===== config.mk =====
export PLATFORM = sky130hd
export DESIGN_NAME = alu_seq
export DESIGN_NICKNAME = d
export VERILOG_FILES = /design/src/rtl/alu_seq_pkg.sv /design/src/rtl/alu_seq.sv
export SDC_FILE = /design/constraint.sdc
export NUM_CORES = 1
export LEC_CHECK = 0
export ABC_AREA = 1
export BUFFER_PORTS_ARGS = -buffer_cell sky130_fd_sc_hd__buf_2
export CAP_MARGIN = 20
export CORE_MARGIN = 3
export CORE_UTILIZATION = 48
export CTS_CLUSTER_SIZE = 14
export DETAILED_ROUTE_END_ITERATION = 12
export HOLD_SLACK_MARGIN = 0.06
export PLACE_DENSITY_LB_ADDON = 0.25
export SYNTH_ARGS = -nofsm -noshare
export SYNTH_HDL_FRONTEND = slang
export SYNTH_SLANG_ARGS = --single-unit

===== constraint.sdc =====
create_clock -name CLK -period 1.8 [get_ports CLK]
set_input_delay 0.18 -clock CLK [delete_from_list [all_inputs] [get_ports CLK]]
set_output_delay 0.18 -clock CLK [all_outputs]
set_load 0.02 [all_outputs]

===== src/rtl/alu_seq_pkg.sv =====
// -----------------------------------------------------------------------------
// alu_seq_pkg
//   Shared definitions for the multi-byte ALU sequencer.
//   - op_mne      : 4-bit ALU opcode encoding, common with the 8-bit ALU.
//   - seq_state_t : sequencer FSM states.
//   - idx_width() : byte-index width helper ($clog2 with a floor of 1 bit).
// -----------------------------------------------------------------------------
package alu_seq_pkg;

  typedef enum logic [3:0] {
    kADD = 4'd0,
    kXOR = 4'd1,
    kAND = 4'd2,
    kGBT = 4'd3
  } op_mne;

  typedef enum logic [1:0] {
    IDLE  = 2'd0,
    ISSUE = 2'd1,
    DONE  = 2'd2
  } seq_state_t;

  // A single-byte sequencer still needs a 1-bit index so the declaration is legal.
  function automatic int idx_width(input int nbytes);
    return (nbytes <= 1) ? 1 : $clog2(nbytes);
  endfunction

endpackage


===== src/rtl/alu_seq.sv =====
// -----------------------------------------------------------------------------
// alu_seq
//   Multi-byte operation sequencer driving an external combinational 8-bit ALU.
//   One NBYTES-wide operation is accepted per REQ handshake and issued to the
//   ALU one byte per cycle, LSB byte first. kADD chains the ALU carry-out of
//   each byte into the carry-in of the next; all other opcodes are bytewise.
//   The collected result, the last byte's carry and an aggregate zero flag are
//   returned on the RSP handshake.
//
// Parameters
//   NBYTES      operand width in bytes (>= 1); W = 8*NBYTES
//
// Ports
//   CLK, RESET_N                  clock (rising edge), async active-low reset
//   REQ_VALID/REQ_READY           request handshake
//   REQ_OP, REQ_A, REQ_B, REQ_CIN opcode, W-bit operands, byte-0 carry-in
//   ALU_A, ALU_B, ALU_OP          byte operands and opcode to the ALU
//   ALU_SC_IN                     carry into the ALU
//   ALU_OUT, ALU_SC_OUT, ALU_ZERO byte result, carry-out, zero from the ALU
//   RSP_VALID/RSP_READY           response handshake
//   RSP_RESULT, RSP_CARRY, RSP_ZERO wide result, last carry, all-bytes-zero
//
// Configuration macro
//   ALU_SEQ_OVERLAP_EN  when defined, a new request may be accepted in the
//                       same cycle the previous response drains (REQ_READY
//                       follows RSP_READY in DONE); otherwise REQ_READY is low
//                       in DONE.
// -----------------------------------------------------------------------------
module alu_seq
  import alu_seq_pkg::*;
#(
  parameter  int NBYTES = 2,
  localparam int W      = 8 * NBYTES
) (
  input  logic         CLK,
  input  logic         RESET_N,
  // request
  input  logic         REQ_VALID,
  output logic         REQ_READY,
  input  logic [3:0]   REQ_OP,
  input  logic [W-1:0] REQ_A,
  input  logic [W-1:0] REQ_B,
  input  logic         REQ_CIN,
  // ALU drive / return
  output logic [7:0]   ALU_A,
  output logic [7:0]   ALU_B,
  output logic [3:0]   ALU_OP,
  output logic         ALU_SC_IN,
  input  logic [7:0]   ALU_OUT,
  input  logic         ALU_SC_OUT,
  input  logic         ALU_ZERO,
  // response
  output logic         RSP_VALID,
  input  logic         RSP_READY,
  output logic [W-1:0] RSP_RESULT,
  output logic         RSP_CARRY,
  output logic         RSP_ZERO
);

  localparam int              IDXW     = idx_width(NBYTES);
  localparam logic [IDXW-1:0] LAST_IDX = IDXW'(NBYTES - 1);

  seq_state_t                  state_q, state_d;
  logic [IDXW-1:0]             idx_q;
  logic [3:0]                  op_q;
  logic [NBYTES-1:0][7:0]      a_q;
  logic [NBYTES-1:0][7:0]      b_q;
  logic [NBYTES-1:0][7:0]      result_q;
  logic                        cin_q;
  logic                        carry_q;
  logic                        zacc_q;
  logic                        accept;

  // ---------------------------------------------------------------------------
  // Next-state and handshake outputs
  // ---------------------------------------------------------------------------
  // NOTE: every signal assigned here gets a default first so no path leaves it
  // unassigned; a missing default in combinational logic infers a latch.
  always_comb begin
    state_d   = state_q;
    REQ_READY = 1'b0;
    RSP_VALID = 1'b0;
    unique case (state_q)
      IDLE: begin
        REQ_READY = 1'b1;
        if (REQ_VALID) state_d = ISSUE;
      end
      ISSUE: begin
        if (idx_q == LAST_IDX) state_d = DONE;
      end
      DONE: begin
        RSP_VALID = 1'b1;
`ifdef ALU_SEQ_OVERLAP_EN
        REQ_READY = RSP_READY;
`else
        REQ_READY = 1'b0;
`endif
        // A request taken while the response drains skips IDLE entirely.
        if (RSP_READY) state_d = (REQ_VALID && REQ_READY) ? ISSUE : IDLE;
      end
      default: state_d = IDLE;
    endcase
  end

  assign accept = REQ_VALID && REQ_READY;

  // ---------------------------------------------------------------------------
  // ALU drive
  // ---------------------------------------------------------------------------
  // Operands always reflect the latched byte under the index; only the carry
  // input is gated, so the ALU sees a quiet carry outside ISSUE and for
  // non-add opcodes.
  always_comb begin
    ALU_A     = a_q[idx_q];
    ALU_B     = b_q[idx_q];
    ALU_OP    = op_q;
    ALU_SC_IN = 1'b0;
    if ((state_q == ISSUE) && (op_q == kADD)) begin
      ALU_SC_IN = (idx_q == '0) ? cin_q : carry_q;
    end
  end

  // ---------------------------------------------------------------------------
  // State and datapath registers
  // ---------------------------------------------------------------------------
  // NOTE: sequential state uses non-blocking assignments so every register
  // samples pre-edge values regardless of statement order.
  // NOTE: the operand and result registers are reset along with control state
  // so RSP_RESULT and the ALU drive come out of reset at a known zero.
  always_ff @(posedge CLK or negedge RESET_N) begin
    if (!RESET_N) begin
      state_q  <= IDLE;
      idx_q    <= '0;
      op_q     <= '0;
      a_q      <= '0;
      b_q      <= '0;
      cin_q    <= 1'b0;
      result_q <= '0;
      carry_q  <= 1'b0;
      zacc_q   <= 1'b0;
    end else begin
      state_q <= state_d;
      if (accept) begin
        op_q   <= REQ_OP;
        a_q    <= REQ_A;
        b_q    <= REQ_B;
        cin_q  <= REQ_CIN;
        idx_q  <= '0;
        zacc_q <= 1'b1;
      end else if (state_q == ISSUE) begin
        // The ALU is combinational: its answer for this byte is ready now.
        result_q[idx_q] <= ALU_OUT;
        zacc_q          <= zacc_q & ALU_ZERO;
        carry_q         <= ALU_SC_OUT;
        if (idx_q != LAST_IDX) idx_q <= idx_q + IDXW'(1);
      end
    end
  end

  assign RSP_RESULT = result_q;
  assign RSP_CARRY  = carry_q;
  assign RSP_ZERO   = zacc_q;

endmodule

==> results.cfg <==
[placed_design]
globalplace.congestion = 0.805
placed_cell_area_um2 = 3060
dp_slack_ps = 529
hpwlAfterDp_um = 4100
io_buffer_count = 91

[routing]
via_count = 2344
drtAntennaViolNets = 0
drtIter0Drc = 93
dr.pass1.iters = 4
route.detailed.drc = 0
via_per_inst = 4.90
totalWireLength_um = 5940
wl_per_cell_um = 12.4

[finish]
stdcell_area_um2 = 3250
drive_gt1_share_pct = 28.7
num_antenna_cells = 0
syn2layout_area_growth_pct = 28.8
fin_nets = 457

[clocking]
cts_tree = yes
cts.clk_slew.worst_paths_ps = 70
cts-resized-gates = 0
cts_buffers = 9
clock_sinks = 58
worstSkewPairLatency_ps = 330
clockBufferDepth = 2
root_buffer = clkbuf_8
cts-htree-levels = 3

[setup_path]
path_common_cell = nand2_1
crit_chain = clkinv_1 -> buf_12 -> nand2_1 -> nand2_1 -> buf_2
reg2reg_slack_ps = 510
crit_path_end_kind = output pin
worstPathRequired_ps = 1620
timing.critical_path.from_type = register
crit_arrival_ps = 1430
worstPathMaxFanout = 12
crit_type = reg2out
cp_slowest_stage_delay_ps = 350
slowest_stage = dfrtp_1

[worst_hold_path]
min_path_type = in2reg

[sta]
rsz0062_at_grt = false
slew_headroom_pct = 75.3
setup_viol = 0
postLayoutSetupSlackWorst_ps = 185
finalCriticalPeriod_ps = 1610
fmax_mhz = 619
slew_violations = 0
period_share_pct = 89.7
hold_ws_ps = 74.5
clock_skew_ps = 8.62
worstMarginPinSlew_ps = 371
hold_viol = 0
setup_tns_ps = 0

[synthesis]
synth.net_count = 361
synthDistinctLibCells = 16
synth.avg_cell_area_um2 = 8.13
yosys_warnings = 0
synthCells = 310
syn-cell-area_um2 = 2520
synth-seq-cells = 58
yosysSeqAreaShare_pct = 57.6

[floorplanning]
rows = 25
initial_core_util_pct = 51.3
die_area_um2 = 6160
io_pins = 92
core-area_um2 = 4910
fp.dieH_um = 78.5
die_w_um = 78.5

[global_routing]
grt_use_total_pct = 20.9
grt_max_degree = 59
grt-ovfl-total = 0
grt_pass1_vias = 2176
grt_pass1_wl_um = 10000
antenna_found_initial = 0

[outcome]
status = finished clean

[pwr]
power.leakage_nw = 1.90
vdd_drop_max_v = 0.000928
p_per_area_nw_per_um2 = 1940

[job]
maxCapViolations = 0
==> registers in the layout (all words and copies together), names as in the netlist <==
name and count:
ALU_OP 4, RSP_CARRY 1, RSP_RESULT 16, RSP_ZERO 1, a_q 16, b_q 16
cin_q 1, idx_q 1, state_q 2
==> placed cells by master (no fill, tap or decap) <==
cell type	synthesis	layout
nand3_1	55	55
dlygate4sd3_1	0	2
clkinv_1	1	1
buf_4	3	8
clkbuf_8	0	10
nor2_2	0	1
clkinv_2	0	3
nand3_2	1	1
nor2_4	1	1
buf_12	0	2
buf_2	11	91
nand2_1	162	162
inv_2	1	1
inv_1	4	4
dfrtp_1	58	58
o21ai_0	4	4
nand3b_1	1	1
nor2_1	4	3
clkbuf_1	1	3
==> cell usage after synthesis (all sizes together) <==
| master | instances | area (um2) |
|---|---|---|
| nand2 | 162 | 608 |
| dfrtp | 58 | 1450 |
| nand3 | 56 | 285 |
| buf | 17 | 96.3 |
| inv | 5 | 18.8 |
| nor2 | 5 | 26.3 |
| o21ai | 4 | 20.0 |
| clkbuf | 1 | 3.75 |
| clkinv | 1 | 3.75 |
| nand3b | 1 | 7.51 |
==> final timing paths <==
kind | from | end | depth (start not counted)
hold reg to reg | a_q[10] | a_q[10] | 2
max in group asynchronous | RESET_N | a_q[5] | 3
setup / recovery | idx_q | ALU_B[4] | 5
min in group asynchronous | RESET_N | ALU_OP[1] | 3
setup reg to reg | idx_q | RSP_RESULT[11] | 4
hold / removal | REQ_OP[2] | ALU_OP[2] | 3
==> metrics by stage <==
| stage | total power, mW | instances | utilization (%) |
|---|---|---|---|
| 2_1_floorplan | 4.31 | 310 | - |
| 3_3_place_gp | 5.26 | 460 | 62.4 |
| 3_5_place_dp | 5.32 | 460 | 62.4 |
| 4_1_cts | 6.35 | 478 | 66.1 |
| 5_1_grt | 6.83 | 478 | 66.1 |
| 6_report | 6.31 | 478 | 66.1 |
==> layout make-up <==
type	instances	area (um2)
clock buffer	13	149
clock inverter	3	15.0
fill	442	1660
inverter	6	22.5
multi-input combinational	228	950
sequential	58	1450
tap	67	83.8
timing repair buffer	103	576
==> metal layers <==
metal / share of wire, % / routed length (um) / up-vias / global-route usage (%)
met2: 46 / 2720 / 83 / 32.7
li1: - / - / 1174 / -
met5: 0 / 0 / - / 0
met3: 7.2 / 425 / 12 / 4.93
met4: 1.9 / 114 / 0 / 10.1
met1: 45 / 2680 / 1075 / 27.4
==> logic make-up after synthesis <==
family	after synthesis	share of synthesized area [%]
AND/OR/NAND/NOR	224	36.8
flip-flops	58	57.6
buffers and inverters	24	4.86
AO/OA/AOI/OAI	4	0.794
==> worst max-delay path: cells and delay by family, from the launching register on <==
family | cells | cell delay [ps]
AND/OR/NAND/NOR | 2 | 110
buffers and inverters | 3 | 640
flip-flops | 1 | 350
==> power breakdown <==
group          internal, mW  switching, mW
clock                 0.531          0.489
combinational          1.01           1.99
sequential             1.93          0.357
==> timing repair <==
action                                 CTS  global route
endpoints found under the hold margin   59             0
hold buffers                             2             0
setup endpoints to repair                0             0
buffers inserted                         0             0
Note: power is estimated with default switching activity, not from simulation.
